### config.mk
export PLATFORM = sky130hd
export DESIGN_NAME = cam_match_reader
export DESIGN_NICKNAME = d
export VERILOG_FILES = /design/src/rtl/cam_pkg.sv /design/src/rtl/cam_prio_enc.sv /design/src/rtl/cam_match_reader.sv
export SDC_FILE = /design/constraint.sdc
export NUM_CORES = 1
export LEC_CHECK = 0
export ABC_AREA = 1
export BUFFER_PORTS_ARGS = -buffer_cell sky130_fd_sc_hd__buf_2
export CAP_MARGIN = 15
export CORE_ASPECT_RATIO = 0.7
export CORE_MARGIN = 8
export CORE_UTILIZATION = 31
export CTS_BUF_LIST = sky130_fd_sc_hd__clkbuf_4
export CTS_CLUSTER_DIAMETER = 150
export DETAILED_ROUTE_END_ITERATION = 6
export PLACE_DENSITY_LB_ADDON = 0.2
export SLEW_MARGIN = 20
export SYNTH_ARGS = -nofsm -noshare
export SYNTH_HDL_FRONTEND = slang
export SYNTH_HIERARCHICAL = 1
export SYNTH_SLANG_ARGS = --single-unit
### constraint.sdc
create_clock -name clk -period 7.4 [get_ports clk]
set_input_delay 0.37 -clock clk [delete_from_list [all_inputs] [get_ports clk]]
set_output_delay 0.37 -clock clk [all_outputs]
set_load 0.02 [all_outputs]
### src/rtl/cam_pkg.sv
// Shared definitions for the CAM match-vector reader: default geometry,
// address-width helper and the reader's state encoding.
package cam_pkg;

  localparam int DEFAULT_WIDTH = 8;
  localparam int DEFAULT_DEPTH = 16;

  // Index width for a vector of `depth` entries; a single-entry CAM still needs one bit.
  function automatic int addr_w(input int depth);
    return (depth > 1) ? $clog2(depth) : 1;
  endfunction

  typedef enum logic {
    IDLE = 1'b0,
    EMIT = 1'b1
  } state_e;

endpackage : cam_pkg

### src/rtl/cam_prio_enc.sv
// Combinational lowest-set-bit priority encoder over a CAM match vector.
// Also reports whether any bit is set and whether exactly one bit is set.
module cam_prio_enc
  import cam_pkg::*;
#(
  parameter  int DEPTH  = DEFAULT_DEPTH,
  localparam int ADDR_W = addr_w(DEPTH)
) (
  input  logic [DEPTH-1:0]  vec_i,
  output logic [ADDR_W-1:0] idx_o,
  output logic              any_o,
  output logic              one_left_o
);

  logic [DEPTH-1:0] rest;

  always_comb begin
    // NOTE: every output of a combinational block gets a default first so no latch is inferred.
    idx_o = '0;
    // Scanning downward lets the lowest set bit overwrite any higher one.
    for (int i = DEPTH - 1; i >= 0; i--) begin
      if (vec_i[i]) begin
        idx_o = ADDR_W'(i);
      end
    end
  end

  always_comb begin
    rest       = vec_i & (vec_i - DEPTH'(1));
    any_o      = |vec_i;
    one_left_o = any_o && (rest == '0);
  end

endmodule : cam_prio_enc

### src/rtl/cam_match_reader.sv
// Accepts one CAM match vector at a time and streams out every matching
// index in ascending order, with the vector's popcount and key echoed.
module cam_match_reader
  import cam_pkg::*;
#(
  parameter  int WIDTH  = DEFAULT_WIDTH,
  parameter  int DEPTH  = DEFAULT_DEPTH,
  localparam int ADDR_W = addr_w(DEPTH)
) (
  input  logic              clk,
  input  logic              rst,
  input  logic              in_valid,
  output logic              in_ready,
  input  logic [DEPTH-1:0]  in_match,
  input  logic [WIDTH-1:0]  in_key,
  output logic              res_valid,
  input  logic              res_ready,
  output logic              res_hit,
  output logic [ADDR_W-1:0] res_addr,
  output logic              res_last,
  output logic [ADDR_W:0]   res_count,
  output logic [WIDTH-1:0]  res_key
);

  state_e            state_q, state_d;
  logic [DEPTH-1:0]  vec_q, vec_d;
  logic [WIDTH-1:0]  key_q, key_d;
  logic [ADDR_W:0]   count_q, count_d;

  logic [ADDR_W-1:0] low_idx;
  logic              low_any;
  logic              low_one_left;

  function automatic logic [ADDR_W:0] popcount(input logic [DEPTH-1:0] v);
    logic [ADDR_W:0] c;
    c = '0;
    for (int i = 0; i < DEPTH; i++) begin
      c = c + {{ADDR_W{1'b0}}, v[i]};
    end
    return c;
  endfunction

  cam_prio_enc #(
    .DEPTH (DEPTH)
  ) u_prio_enc (
    .vec_i      (vec_q),
    .idx_o      (low_idx),
    .any_o      (low_any),
    .one_left_o (low_one_left)
  );

  always_comb begin
    state_d   = state_q;
    vec_d     = vec_q;
    key_d     = key_q;
    count_d   = count_q;
    in_ready  = 1'b0;
    res_valid = 1'b0;
    res_hit   = 1'b0;
    res_addr  = '0;
    res_last  = 1'b0;

    case (state_q)
      IDLE: begin
        in_ready = 1'b1;
        if (in_valid) begin
          vec_d   = in_match;
          key_d   = in_key;
          count_d = popcount(in_match);
          state_d = EMIT;
        end
      end

      EMIT: begin
        res_valid = 1'b1;
        res_hit   = low_any;
        res_addr  = low_any ? low_idx : '0;
        // An empty vector still yields exactly one (miss) result.
        res_last  = !low_any || low_one_left;
        if (res_ready) begin
          vec_d = vec_q & (vec_q - DEPTH'(1));
          if (res_last) begin
            state_d = IDLE;
          end
        end
      end

      default: begin
        state_d = IDLE;
      end
    endcase
  end

  always_ff @(posedge clk) begin
    // NOTE: sequential state uses non-blocking assignments so every register samples pre-edge values.
    if (rst) begin
      state_q <= IDLE;
      vec_q   <= '0;
      key_q   <= '0;
      count_q <= '0;
    end else begin
      state_q <= state_d;
      vec_q   <= vec_d;
      key_q   <= key_d;
      count_q <= count_d;
    end
  end

  assign res_count = count_q;
  assign res_key   = key_q;

endmodule : cam_match_reader

## Word level (Yosys, flattened, before mapping)

Cells that the tools add are included.

- Output and inout bits: 21
- Bits of input ports: 28
- Register bits: 30
- Word-level logic and storage cells: 60

- Muxes and demuxes: 29
- Equality and inequality tests: 2
- Reductions and logical operators: 7
- Add/subtract/negate cells: 16
- Bitwise operators: 2

Operators with widths:

| operator | count |
|---|---|
| 2-to-1 mux 4 bit | 18 |
| adder 5 x 1 -> 5 bit | 11 |
| 2-to-1 mux 16 bit | 2 |
| case mux 16 bit (2 select lines) | 1 |
| bitwise AND 16 bit | 1 |
| logical NOT 16 bit | 1 |
| OR reduction 16 bit | 1 |
| subtractor 16 x 1 -> 16 bit, second input constant | 1 |
| 2-to-1 mux 1 bit | 7 |
| adder 4 x 1 -> 5 bit | 1 |
| adder 3 x 1 -> 4 bit | 1 |
| != test 2 bit, second input constant | 2 |
| AND reduction 2 bit | 2 |
| adder 2 x 1 -> 3 bit | 1 |
| adder 1 x 1 -> 2 bit | 1 |
| case mux 1 bit (2 select lines) | 1 |
| logical AND 1 bit | 1 |
| logical NOT 1 bit | 1 |
| logical OR 1 bit | 1 |
| NOT 1 bit | 1 |

## Longest topological paths before layout

- Word-level depth: 18
- Mapped depth: 17
- Depth with buffers taken out: 17

## Hierarchy

The synthesis kept the hierarchy.

By module, submodules not included:

| module | seq. area each (sq um) | cells an instance | area each (sq um) | times used |
|---|---|---|---|---|
| cam_match_reader | 600.6 | 231 | 1741.7 | 1 |
| cam_prio_enc | 0.0 | 71 | 344.1 | 1 |

## Worst setup path after synthesis

OpenSTA, ideal clock, no wires.

- Path kind: in2reg
- Start point: in in_match[0]
- End point: reg count_q[4], in the netlist res_count[4]
- Library setup time: 70 ps
- Data required time: 7330 ps
- Path buffers: 0
- Stages on the path: 12
- Arrival time: 3283 ps
- Setup slack: 4046 ps
- Cell sequence: inv_1 fa_1 fa_1 fa_1 fa_1 inv_1 ha_1 inv_1 fa_1 o21ai_0 nand3_1 a21oi_1

- Longest elaborated chain between the ends: 15

RTL lines:

| what | RTL line | text |
|---|---|---|
| start: declaration | cam_match_reader.sv:14 | `input logic [DEPTH-1:0] in_match,` |
| adder 1 x 1 -> 2 bit | cam_match_reader.sv:38 | `c = c + {{ADDR_W{1'b0}}, v[i]};` |
| adder 2 x 1 -> 3 bit | cam_match_reader.sv:38 |  |
| adder 3 x 1 -> 4 bit | cam_match_reader.sv:38 |  |
| adder 4 x 1 -> 5 bit | cam_match_reader.sv:38 |  |
| adder 5 x 1 -> 5 bit (11 in a row) | cam_match_reader.sv:38 |  |
| end signal: assignment | cam_match_reader.sv:105 | `count_q <= count_d;` |
| end: declaration | cam_match_reader.sv:28 | `logic [ADDR_W:0] count_q, count_d;` |

Every way passes these cells.
A chain may end at the register's enable or synchronous reset.

## Worst setup path in the final report

Ends and elaborated chain as after synthesis.

==> results.json <==
{
  "drtAntennaViolNets": 0,
  "yosys_warnings": 6,
  "fmax_ghz": 0.3055,
  "critical_path_buf_inv_count": 4,
  "die_h_um": 84.63,
  "postCtsSetupRepairBufs": 0,
  "vias_per_cell": 4.369,
  "first_pass_iters": 4,
  "fin_crit_sh_pct": 44.23,
  "fin_util_pct": 36.62,
  "relSlewSlack_pct": 61.96,
  "cpMaxStageDelayCell": "fa_1",
  "synth-seq-cells": 30,
  "start_util_pct": 31.45,
  "io_buffers": 48,
  "rows": 25,
  "cts_root_buf": "clkbuf_4",
  "routed_wl_mm": 5.349,
  "clockBufferDepth": 2,
  "worst_ep_arrival_time_ns": 3.53,
  "ios": 49,
  "switching_share_pct": 41.02,
  "antenna_cells": 0,
  "die_x_um": 114.0,
  "combPwrFrac_pct": 43.3,
  "hold-path-cell-count": 3,
  "power.internal_uw": 304.8,
  "grt_start_max_net_pins": 31,
  "irDropWorstVdd_v": 0.0001003,
  "synth_cells": 302,
  "cts_hold_buf": 0,
  "syn_area_per_cell_sq_um": 6.906,
  "drt-initial-drc-count": 85,
  "slew_violations": 0,
  "cp.required_ns": 7.65,
  "yosys.area.top_type_share_pct": 28.79,
  "grt.total_usage_pct": 11.54,
  "grt_pass1_vias": 1866,
  "hpwl_mm": 4.289,
  "setup-violations-final": 0,
  "r2r_slack_ns": 5.73,
  "slowest_delay_ns": 0.56,
  "syn_nets": 345,
  "clock_skew_ns": 0.01159,
  "yosysMostFrequentCell": "nand2_1",
  "num-fill-cells": 774,
  "die-area_sq_mm": 0.009651,
  "numCtsBuffers": 5,
  "synth_cell_types": 35,
  "powerDensity_mw_per_mm2": 212.8,
  "hold_start": "in_key[6]",
  "clkSlewWorstSetupHoldPaths_ns": 0.10,
  "clock_power_share_pct": 19.1,
  "ys.flop_type": "dfxtp_1",
  "drcViolationCount": 0,
  "gp_congestion": 0.7959,
  "synth.top_cells.by_area": "dfxtp_1 29%, nand2_1 10%, inv_1 9.9%",
  "finalHoldViolCount": 0,
  "num-nets-final": 392,
  "crit_family": "adder cells",
  "cts_resized": 0,
  "clk_latency_ns": 0.32,
  "cts.htree.levels": 2,
  "hold_path_class": "input port to flop",
  "async_flop_share_pct": 0,
  "cap_violations": 0,
  "tritoncts": "yes",
  "timing.rr.end": "res_count[2]",
  "grt_pass1_wl_mm": 9.018,
  "hold-path-endpoint": "res_key[6]",
  "path_max_fanout": 2,
  "syn_to_final_growth_pct": 16.44,
  "outcome": "complete, no violations",
  "crit_path_frequent_cell": "fa_1",
  "path_class": "input port to flop",
  "rsz0062_at_grt": "no",
  "yosysSeqAreaShare_pct": 28.79,
  "period_minus_slack_ns": 3.273,
  "seq_power_share_pct": 37.6,
  "cts.sinks": 30,
  "cp-start-kind": "input port",
  "p_sw_uw": 212.0,
  "finalSetupTns_ns": 0,
  "grt_overflow_total": 0,
  "worst_pin_slew_ns": 0.5699,
  "wire_per_inst_um": 12.05,
  "r2r_start": "state_q",
  "synth_edf_count": 0,
  "via_count": 1940,
  "endpoint_kind": "flop",
  "core_area_sq_mm": 0.006631,
  "synth_area_sq_mm": 0.002086,
  "worstPathCellList": "buf_2 -> inv_1 -> fa_1 -> fa_1 -> fa_1 -> fa_1 -> inv_1 -> ha_1 -> inv_1 -> fa_1 -> o21ai_0 -> nand3_1 -> a21oi_1",
  "layout-drive-gt1-share_pct": 20.57,
  "p_leak_nw": 1.219,
  "ff2ff_path_depth": 5,
  "synthTopCellsByCount": "58 x nand2_1, 55 x inv_1, 40 x nor2_1",
  "yosys.area.top_type": "dfxtp_1",
  "antenna_found_initial": 0
}
stage by stage:
stage / total power, mW / setup slack, ns / instance area, sq um / std cells / hold slack [ns]
finish: 0.5169 / 4.127 / 2429 / 444 / 0.2931
CTS: 0.5252 / 4.125 / 2429 / 444 / 0.2839
floorplan: 0.3677 / 4.046 / 2086 / 302 / 0.4391
global placement: 0.4228 / 3.873 / 2375 / 436 / 0.4591
global route: 0.5694 / 3.959 / 2429 / 444 / 0.2884
detailed placement: 0.4240 / 3.785 / 2375 / 436 / 0.4642
power groups by stage:
stage | Combinational [mW] | Clock [mW] | Sequential, mW
detailed placement | 0.226 | 0 | 0.198
CTS | 0.227 | 0.103 | 0.195
global placement | 0.225 | 0 | 0.198
floorplan | 0.162 | 0 | 0.205
finish | 0.224 | 0.0987 | 0.194
global route | 0.262 | 0.110 | 0.198
layout by cell type (no fill, tap or decap), types with 3 or more instances in the layout:
| master | count |
|---|---|
| buf_2 | 48 |
| inv_2 | 3 |
| nand3_1 | 9 |
| fa_1 | 10 |
| nor2_2 | 3 |
| nand2_1 | 58 |
| nor2_1 | 40 |
| o22ai_1 | 3 |
| clkbuf_4 | 6 |
| a21oi_1 | 25 |
| inv_1 | 55 |
| ha_1 | 5 |
| o21ai_0 | 31 |
| dfxtp_1 | 30 |
metal layers:
metal  share of wire, %  track usage (%)  vias to the layer above
li1                   -                -                     1046
met1                 55            16.64                      856
met2                 39            16.49                       34
met3                4.3            2.364                        4
met4                1.1            3.610                        0
met5                  0                0                        -
flip-flops by register name (all words and copies together), names as in the netlist:
name / cells
res_key: 8
res_count: 5
vec_q: 16
state_q: 1
worst max path at each step:
stage                      startpoint      endpoint  depth (start not counted)
after floorplan           in_match[0]  res_count[4]                         12
after global placement    in_match[0]  res_count[4]                         13
after detailed placement  in_match[0]  res_count[4]                         13
after CTS                 in_match[0]  res_count[4]                         13
after global routing      in_match[0]  res_count[4]                         13
final                     in_match[0]  res_count[4]                         13
kinds of logic after synthesis:
group / count (synthesis) / share of synthesized area [%]
simple gates: 119 / 25.01
flops: 30 / 28.79
buf+inv: 67 / 13.98
fa+ha+maj: 15 / 12.60
compound gates: 70 / 19.20
xor+xnor: 1 / 0.4200
layout make-up:
class	instances	area [sq um]	area share, %
clock buffer	6	45.04	1.855
sequential	30	600.6	24.73
tap	94	117.6	4.843
multi-input combinational	205	1194	49.15
inverter	59	222.7	9.171
clock inverter	2	8.758	0.3606
timing repair buffer	48	240.2	9.892
worst register-to-register path: cells and delay by family, from the launching register on:
kind | cells | cell delay, ns
flip-flops | 1 | 0.60
buffers and inverters | 2 | 0.39
AND/OR/NAND/NOR | 1 | 0.28
AO/OA/AOI/OAI | 2 | 0.28
Power figures use the tool's default switching activity.
